`src/rtl/uart_ctrl.sv`:
```
// Memory-mapped UART controller: sequences the transmitter start/busy handshake,
// stalls the CPU on DATA writes while a frame is in flight, and buffers RX bytes.
module uart_ctrl #(
    parameter int RX_DEPTH = 4,
    parameter int BUS_W    = 16
) (
    input  logic             clk,
    input  logic             rst,
    input  logic             bus_ce,
    input  logic             bus_we,
    input  logic             bus_addr,
    input  logic [BUS_W-1:0] bus_wdata,
    output logic [BUS_W-1:0] bus_rdata,
    output logic             bus_stall,
    output logic             tx_start,
    output logic [7:0]       tx_data,
    input  logic             tx_busy,
    input  logic             rx_ready,
    input  logic [7:0]       rx_data
);

    localparam int PTR_W = $clog2(RX_DEPTH);

    typedef enum logic [1:0] {
        IDLE,
        START,
        WAIT_HI,
        WAIT_LO
    } tx_state_t;

    tx_state_t state, next_state;

    logic data_wr, data_rd, status_rd, accept;

    logic [7:0]       mem [RX_DEPTH];
    logic [PTR_W-1:0] head, tail;
    logic [2:0]       count;
    logic             overrun;
    logic             rx_ready_q;
    logic             push, pop, full, empty, wr_ok, ov_set;

    logic unused_wdata;
    assign unused_wdata = ^bus_wdata[BUS_W-1:8];

    assign data_wr   = bus_ce & bus_we & ~bus_addr;
    assign data_rd   = bus_ce & ~bus_we & ~bus_addr;
    assign status_rd = bus_ce & ~bus_we & bus_addr;

    always_comb begin
        next_state = state;
        tx_start   = 1'b0;
        accept     = 1'b0;
        bus_stall  = 1'b0;
        case (state)
            IDLE: begin
                if (data_wr) begin
                    accept     = 1'b1;
                    next_state = START;
                end
            end
            START: begin
                // Held until busy is seen: the half-rate transmitter can miss a one-cycle pulse.
                tx_start = 1'b1;
                if (tx_busy) next_state = WAIT_HI;
            end
            WAIT_HI: begin
                if (tx_busy) next_state = WAIT_LO;
            end
            WAIT_LO: begin
                if (!tx_busy) next_state = IDLE;
            end
            default: next_state = IDLE;
        endcase
        if (data_wr && state != IDLE) bus_stall = 1'b1;
    end

    always_ff @(posedge clk) begin
        if (rst) begin
            state   <= IDLE;
            tx_data <= 8'h00;
        end else begin
            state <= next_state;
            if (accept) tx_data <= bus_wdata[7:0];
        end
    end

    // One push per byte even though rx_ready stays high for two cycles.
    assign push   = rx_ready & ~rx_ready_q;
    assign empty  = (count == 3'd0);
    assign full   = (count == 3'(RX_DEPTH));
    assign pop    = data_rd & ~empty;
    assign wr_ok  = push & (~full | pop);
    assign ov_set = push & full & ~pop;

    always_ff @(posedge clk) begin
        if (rst) begin
            head       <= '0;
            tail       <= '0;
            count      <= 3'd0;
            overrun    <= 1'b0;
            rx_ready_q <= 1'b0;
        end else begin
            rx_ready_q <= rx_ready;
            if (pop) head <= head + PTR_W'(1);
            if (wr_ok) tail <= tail + PTR_W'(1);
            case ({wr_ok, pop})
                2'b10:   count <= count + 3'd1;
                2'b01:   count <= count - 3'd1;
                default: count <= count;
            endcase
            // Set has priority over the clear-on-read.
            if (ov_set) overrun <= 1'b1;
            else if (status_rd) overrun <= 1'b0;
        end
    end

    always_ff @(posedge clk) begin
        if (wr_ok) mem[tail] <= rx_data;
    end

    always_comb begin
        bus_rdata = '0;
        if (data_rd && !empty) begin
            bus_rdata[7:0] = mem[head];
        end else if (status_rd) begin
            bus_rdata[0]   = (state == IDLE);
            bus_rdata[1]   = ~empty;
            bus_rdata[2]   = overrun;
            bus_rdata[5:3] = count;
        end
    end

endmodule

```
`config.mk`:
```
export PLATFORM = sky130hd
export DESIGN_NAME = uart_ctrl
export DESIGN_NICKNAME = d
export VERILOG_FILES = /design/src/rtl/uart_ctrl.sv
export SDC_FILE = /design/constraint.sdc
export NUM_CORES = 1
export LEC_CHECK = 0
export CAP_MARGIN = 5
export CORE_AREA = 8 8 83 85
export DETAILED_ROUTE_END_ITERATION = 6
export DIE_AREA = 0 0 91 93
export PLACE_DENSITY_LB_ADDON = 0.05
export SLEW_MARGIN = 20
export SYNTH_ARGS = -nofsm -noshare
export SYNTH_HDL_FRONTEND = slang
export SYNTH_SLANG_ARGS = --single-unit
```
`constraint.sdc`:
```
create_clock -name clk -period 2.35 [get_ports clk]
set_input_delay 0.47 -clock clk [delete_from_list [all_inputs] [get_ports clk]]
set_output_delay 0.47 -clock clk [all_outputs]
set_load 0.01 [all_outputs]
```
======== Word-level counts from Yosys, hierarchy flattened ========
Memory sizes are Yosys's and may differ from the RTL's. A register that Yosys moved wholly into a read port is not among the register bits.
Cells that the tools add are included.
cells by class
  add/subtract/negate cells ............... 4
  multiply operators ...................... 0
  divide/modulo/power cells ............... 0
  magnitude comparators ................... 0
  equality and inequality tests ........... 10
  shift-type cells ........................ 0
  multiplexer cells ....................... 19
  bitwise gates (word level) .............. 17
  reduce and logical (&&, ||, !) cells .... 9
operators by type and width
  cell                                                  count
  2-to-1 mux 2 bit                                      7
  2-to-1 mux 6 bit                                      2
  bitwise AND 1 bit                                     10
  2-to-1 mux 1 bit                                      8
  != test 2 bit (second input constant)                 4
  case mux 2 bit (4 select lines)                       1
  equality test 2 bit (second input constant)           3
  inverter 1 bit                                        6
  case mux 3 bit (2 select lines)                       1
  nonzero test 2 bit                                    3
  adder 2 x 1 -> 2 bit (second input constant)          2
  equality test 2 x 1 -> 1 bit (second input constant)  2
  AND reduction 4 bit                                   1
  adder 3 x 1 -> 3 bit (second input constant)          1
  equality test 3 bit (second input constant)           1
  logical NOT 3 bit                                     1
  subtractor 3 x 1 -> 3 bit (second input constant)     1
  logical AND 1 bit                                     2
  logical NOT 2 bit                                     1
  logical NOT 1 bit                                     1
  OR 1 bit                                              1
storage, ports and cells
  register bits ........................... 19
  latch bits .............................. 0
  RAM bits ................................ 32
  memory bits (read-only) ................. 0
  bits of input ports ..................... 31
  output and inout port bits .............. 26
  word-level logic and storage cells ...... 67
  memories ................................ 1
memories
  memory  depth  bits a word  read ports  clocked after memory_dff  write ports  RTL line  text
  mem     4      8            1           1                         1            35        logic [7:0] mem [RX_DEPTH];

======== Depth between registers and ports, before layout ========
Gate-level depths: netlist of run 1.
  word-level depth ........................ 8
  depth in mapped cells ................... 8
  gate-level depth less buffers ........... 7

======== Worst setup path before layout of run 1 ========
No wires, ideal clock.
  path type ............................... input port to flip-flop
  start ................................... input bus_addr
  end ..................................... register count[2]
  setup time .............................. 132 ps
  arrival ................................. 2287 ps
  required time ........................... 2218 ps
  path slack .............................. -69 ps
  stages .................................. 8
  path buffers ............................ 1
  path through ............................ or3b_1 -> buf_6 -> nor2_8 -> nand2_1 -> fa_1 -> or3_1 -> a32oi_1 -> a21oi_1
on the way
  word-level cells in the longest chain between the ends .. 7
  elaborated cells on any way between the ends .. 9
  those cells by class .................... eq/ne (2); mux (1); bitwise (5); reduce/logical (1)
RTL lines
  item                                                                   RTL line  text
  start: declaration                                                     11        input logic bus_addr,
  inverter 1 bit (*)                                                     46        assign data_rd = bus_ce & ~bus_we & ~bus_addr;
  bitwise AND 1 bit (*)                                                  46
  bitwise AND 1 bit (*)                                                  91        assign pop = data_rd & ~empty;
  OR 1 bit                                                               92        assign wr_ok = push & (~full | pop);
  bitwise AND 1 bit                                                      92
  equality test 2 x 1 -> 1 bit or equality test 2 bit (tied branches)    106       case ({wr_ok, pop})
  case mux 3 bit (2 select lines) or nonzero test 2 bit (tied branches)  n/a
  end signal: assignment                                                 107       2'b10: count <= count + 3'd1;
  end signal: assignment                                                 108       2'b01: count <= count - 3'd1;
  end signal: assignment                                                 109       default: count <= count;
  end: declaration                                                       37        logic [2:0] count;
Mark *: on every way between the ends. The rest lies on a longest branch, timed or not.
A chain may end at the register's enable or synchronous reset.

======== Worst setup path in the final report of run 1 ========
  start ................................... input bus_addr
  end ..................................... output bus_rdata[3]
on the way
  word-level cells in the longest chain between the ends .. 4
  elaborated cells on any way between the ends .. 6
  those cells by class .................... mux (2); bitwise (3); reduce/logical (1)
RTL lines
  item                  RTL line  text
  inverter 1 bit        46
  bitwise AND 1 bit     46
  logical AND 1 bit     123       if (data_rd && !empty) begin
  2-to-1 mux 6 bit (*)  123
  end: declaration      13        output logic [BUS_W-1:0] bus_rdata,
Marked as above.

==> flow_metrics.py, run 1 <==
metrics = {
    "routing": {
        "met3RoutedLength_um": 289,
        "wl_per_cell_um": 15.0,
        "route.layer.met1.wl_um": 2070,
        "drc_errors": 0,
        "route.final.wire_length_um": 4950,
        "avgViaCountPerCell": 4.82,
        "detailedRoute.firstPassIterationCount": 4,
        "wl_met2_um": 2560,
        "dr.max_layer_used": "met4",
        "drt_iter0_markers": 57,
        "antenna_left": 0,
        "detailroute.via_count": 1590,
    },
    "yosys": {
        "postSynth.asyncResetShare_pct": 0,
        "ys_warn_count": 0,
        "synth_top_area_share_pct": 39.7,
        "ys_seq_area_share_pct": 57.1,
        "yosysTopAreaCell": "edfxtp_1",
        "post_synth_most_frequent_cells": "edfxtp_1 (32), dfxtp_1 (21), nand2_1 (21)",
        "synth_flop_type": "edfxtp_1",
        "postSynthRegisterBits": 53,
        "synth_top_cells_by_area": "edfxtp_1 (40%), dfxtp_1 (17%), mux4_2 (7.4%)",
        "synth_cell_types": 44,
        "postSynthAreaPerCell_sq_um": 12.8,
        "synth_edf_count": 32,
        "synth_cells": 189,
        "synth.most_common_cell": "edfxtp_1",
        "synth.cell_area_sq_mm": 0.00242,
    },
    "final_layout": {
        "antenna_cells_inserted": 0,
        "fillers": 497,
        "register_area_sq_mm": 0.00138,
        "area_delta_synth_final_pct": 32.4,
        "fin_nets": 294,
        "final_cell_count_no_fill": 330,
        "multiInputGateArea_sq_um": 948,
        "finalCoreUtilization_pct": 56.4,
        "layout_cell_share_with_drive_strength_beyond_1_pct": 23.1,
    },
    "power_and_ir_drop": {
        "intPower_w": 0.00158,
        "ir_worst_vdd_uv": 442,
        "comb_power_share_pct": 20.7,
        "netSwitchingFraction_pct": 25.7,
        "seq_power_share_pct": 50.5,
        "power_leakage_nw": 1.19,
        "power.clock.fraction_pct": 28.8,
        "power_per_cell_area_mw_per_mm2": 666,
        "design_power_total_w": 0.00213,
        "power.net_switching_w": 0.000549,
    },
    "placed_design": {
        "place_inst": 316,
        "dpl.hpwl_um": 3710,
        "post-place-ws_ns": -0.504,
        "placement.io_buffers": 40,
        "gp_routability_congestion": 0.865,
    },
    "worst_setup_path": {
        "cp-end-kind": "output pin",
        "crit_required_ns": 1.88,
        "timing_worst_setup_path_type": "in2out",
        "startpoint_type": "primary input",
        "timing.critical_path.fanout_max": 4,
        "worst-endpoint-arrival_ns": 1.80,
    },
    "min_path": {
        "timing.hold.worst.class": "reg2reg",
    },
    "floorplan": {
        "rows": 28,
        "die_x_um": 91,
        "core_region_area_sq_mm": 0.00568,
        "die_height_um": 93,
        "design.die.area_sq_mm": 0.00846,
        "pin_count": 57,
        "floorplan.initialDensity_pct": 42.6,
    },
    "clock_network": {
        "ctsHtreeMaxLevel": 2,
        "tritoncts_clock_tree": "done",
        "clkSinkCount": 53,
        "postCtsHoldBufs": 0,
        "clk-insertion-delay-late_ns": 0.30,
        "cts.reportedPaths.clkPinSlew_ns": 0.10,
        "cts.path.max_buffers": 2,
        "cts_inserted_buffers": 5,
        "clock-root-buffer": "clkbuf_8",
    },
    "timing": {
        "layout_min_cycle_time_ns": 2.27,
        "grt_setup_unrepaired": "no",
        "timing.fmax_ghz": 0.440,
        "layout_worst_path_cycle_share_pct": 96.8,
        "finalClockSkew_ns": 0.0126,
        "report.final.setup_viol": 0,
        "final-max-slew-violation-count": 0,
        "timing_hold_violations_final": 0,
        "worst_slack_ns": 0.0750,
    },
    "global_route": {
        "grt_max_degree": 18,
        "grt_pass1_vias": 1681,
        "grt.total_usage_pct": 12.0,
        "number_of_antenna_violations_at_the_first_check_in_global_routing": 0,
        "grt_first_pass_wirelength_um": 8210,
        "grt_overflow": 0,
    },
    "run_status": {
        "run_status": "completed",
    },
    "run": {
        "drv_cap": 0,
    },
}
## power by group through the flow
| stage | Sequential, W | Combinational [W] | Clock, W |
|---|---|---|---|
| 2_1_floorplan | 0.00109 | 0.000259 | 0 |
| 3_3_place_gp | 0.00109 | 0.000421 | 0 |
| 3_5_place_dp | 0.00110 | 0.000442 | 0 |
| 4_1_cts | 0.00108 | 0.000445 | 0.000632 |
| 5_1_grt | 0.00108 | 0.000491 | 0.000664 |
| 6_report | 0.00108 | 0.000441 | 0.000614 |
## stage by stage
stage / hold slack, ns / area [sq um] / TNS [ns]
6_report: 0.458 / 3200 / 0
4_1_cts: 0.461 / 3200 / 0
3_3_place_gp: 0.440 / 3050 / -6.87
3_5_place_dp: 0.446 / 3050 / -8.41
5_1_grt: 0.486 / 3200 / 0
2_1_floorplan: 0.454 / 2450 / 0
## sequential cells by signal (all words and copies together), names as in the netlist, named ones only
signal	cells
tx_data	8
rx_ready_q	1
head	2
count	3
mem	32
overrun	1
tail	2
state	2
## what timing repair did
action	CTS	global route
pin swaps	5	4
setup buffers	6	0
hold endpoints to repair	0	0
gates resized for setup	24	3
gates cloned	0	0
setup endpoints to repair	10	4
## cells in the final DEF (no fill, tap or decap), drive strengths merged, types with 2 or more instances in the layout
master / n
a2111oi: 2
a21oi: 10
a22o: 2
a32oi: 3
and2: 6
buf: 30
clkbuf: 5
clkdlybuf4s50: 29
conb: 8
dfxtp: 21
dlygate4sd2: 8
edfxtp: 32
ha: 8
inv: 9
mux2i: 3
mux4: 8
nand2: 21
nor2: 17
nor3: 2
nor3b: 2
o2111ai: 2
o21ai: 3
or3: 2
xnor2: 5
## routing by layer
layer	vias to the layer above	track usage (%)
li1	791	-
met1	754	13.4
met2	41	21.3
met3	4	4.25
met4	0	3.41
met5	-	0
## worst max-delay path: stages
cell           delay (ns)
dlygate4sd2_1        0.24
or3b_4               0.44
nor2_8               0.11
buf_4                0.13
buf_4                0.10
nand2_1              0.04
o21ai_1              0.10
buf_2                0.16
## worst paths after layout
| path | from | end | slack [ns] | cells past startpoint |
|---|---|---|---|---|
| setup / recovery | bus_addr | bus_rdata[3] | 0.08 | 8 |
| hold / removal | tx_data[0] | tx_data[0] | 0.46 | 2 |
| setup reg to reg | count[1] | count[1] | 0.24 | 8 |
| hold reg to reg | tx_data[0] | tx_data[0] | 0.46 | 2 |
## cell type report
cell class	count	share of cell area [%]
Clock buffer	5	2.15
Inverter	8	0.938
Timing Repair Buffer	67	19.8
Tap cell	75	2.93
Sequential cell	53	43.2
Clock inverter	3	1.37
Multi-Input combinational cell	119	29.6
## kinds of logic (layout without fill, tap and decap cells)
logic type / after synthesis / after routing / synth area share, %
xor gates and xnor gates: 5 / 5 / 1.81
and+or+nand+nor: 58 / 58 / 12.8
other: 1 / 8 / 0.155
AOI/OAI and AO/OA: 28 / 28 / 9.05
buffers and inverters: 24 / 83 / 5.43
DFF: 53 / 53 / 57.1
muxes: 11 / 11 / 8.69
adders and majority gates: 9 / 9 / 4.97
Note: power is estimated with default switching activity, not from simulation.
==> run 2: changes to the inputs <==
- CAP_MARGIN: 5 -> not set
- SLEW_MARGIN: 20 -> not set
==> results of run 2 <==
Same layout as run 1: the final DEF is identical, and so are final timing and power.
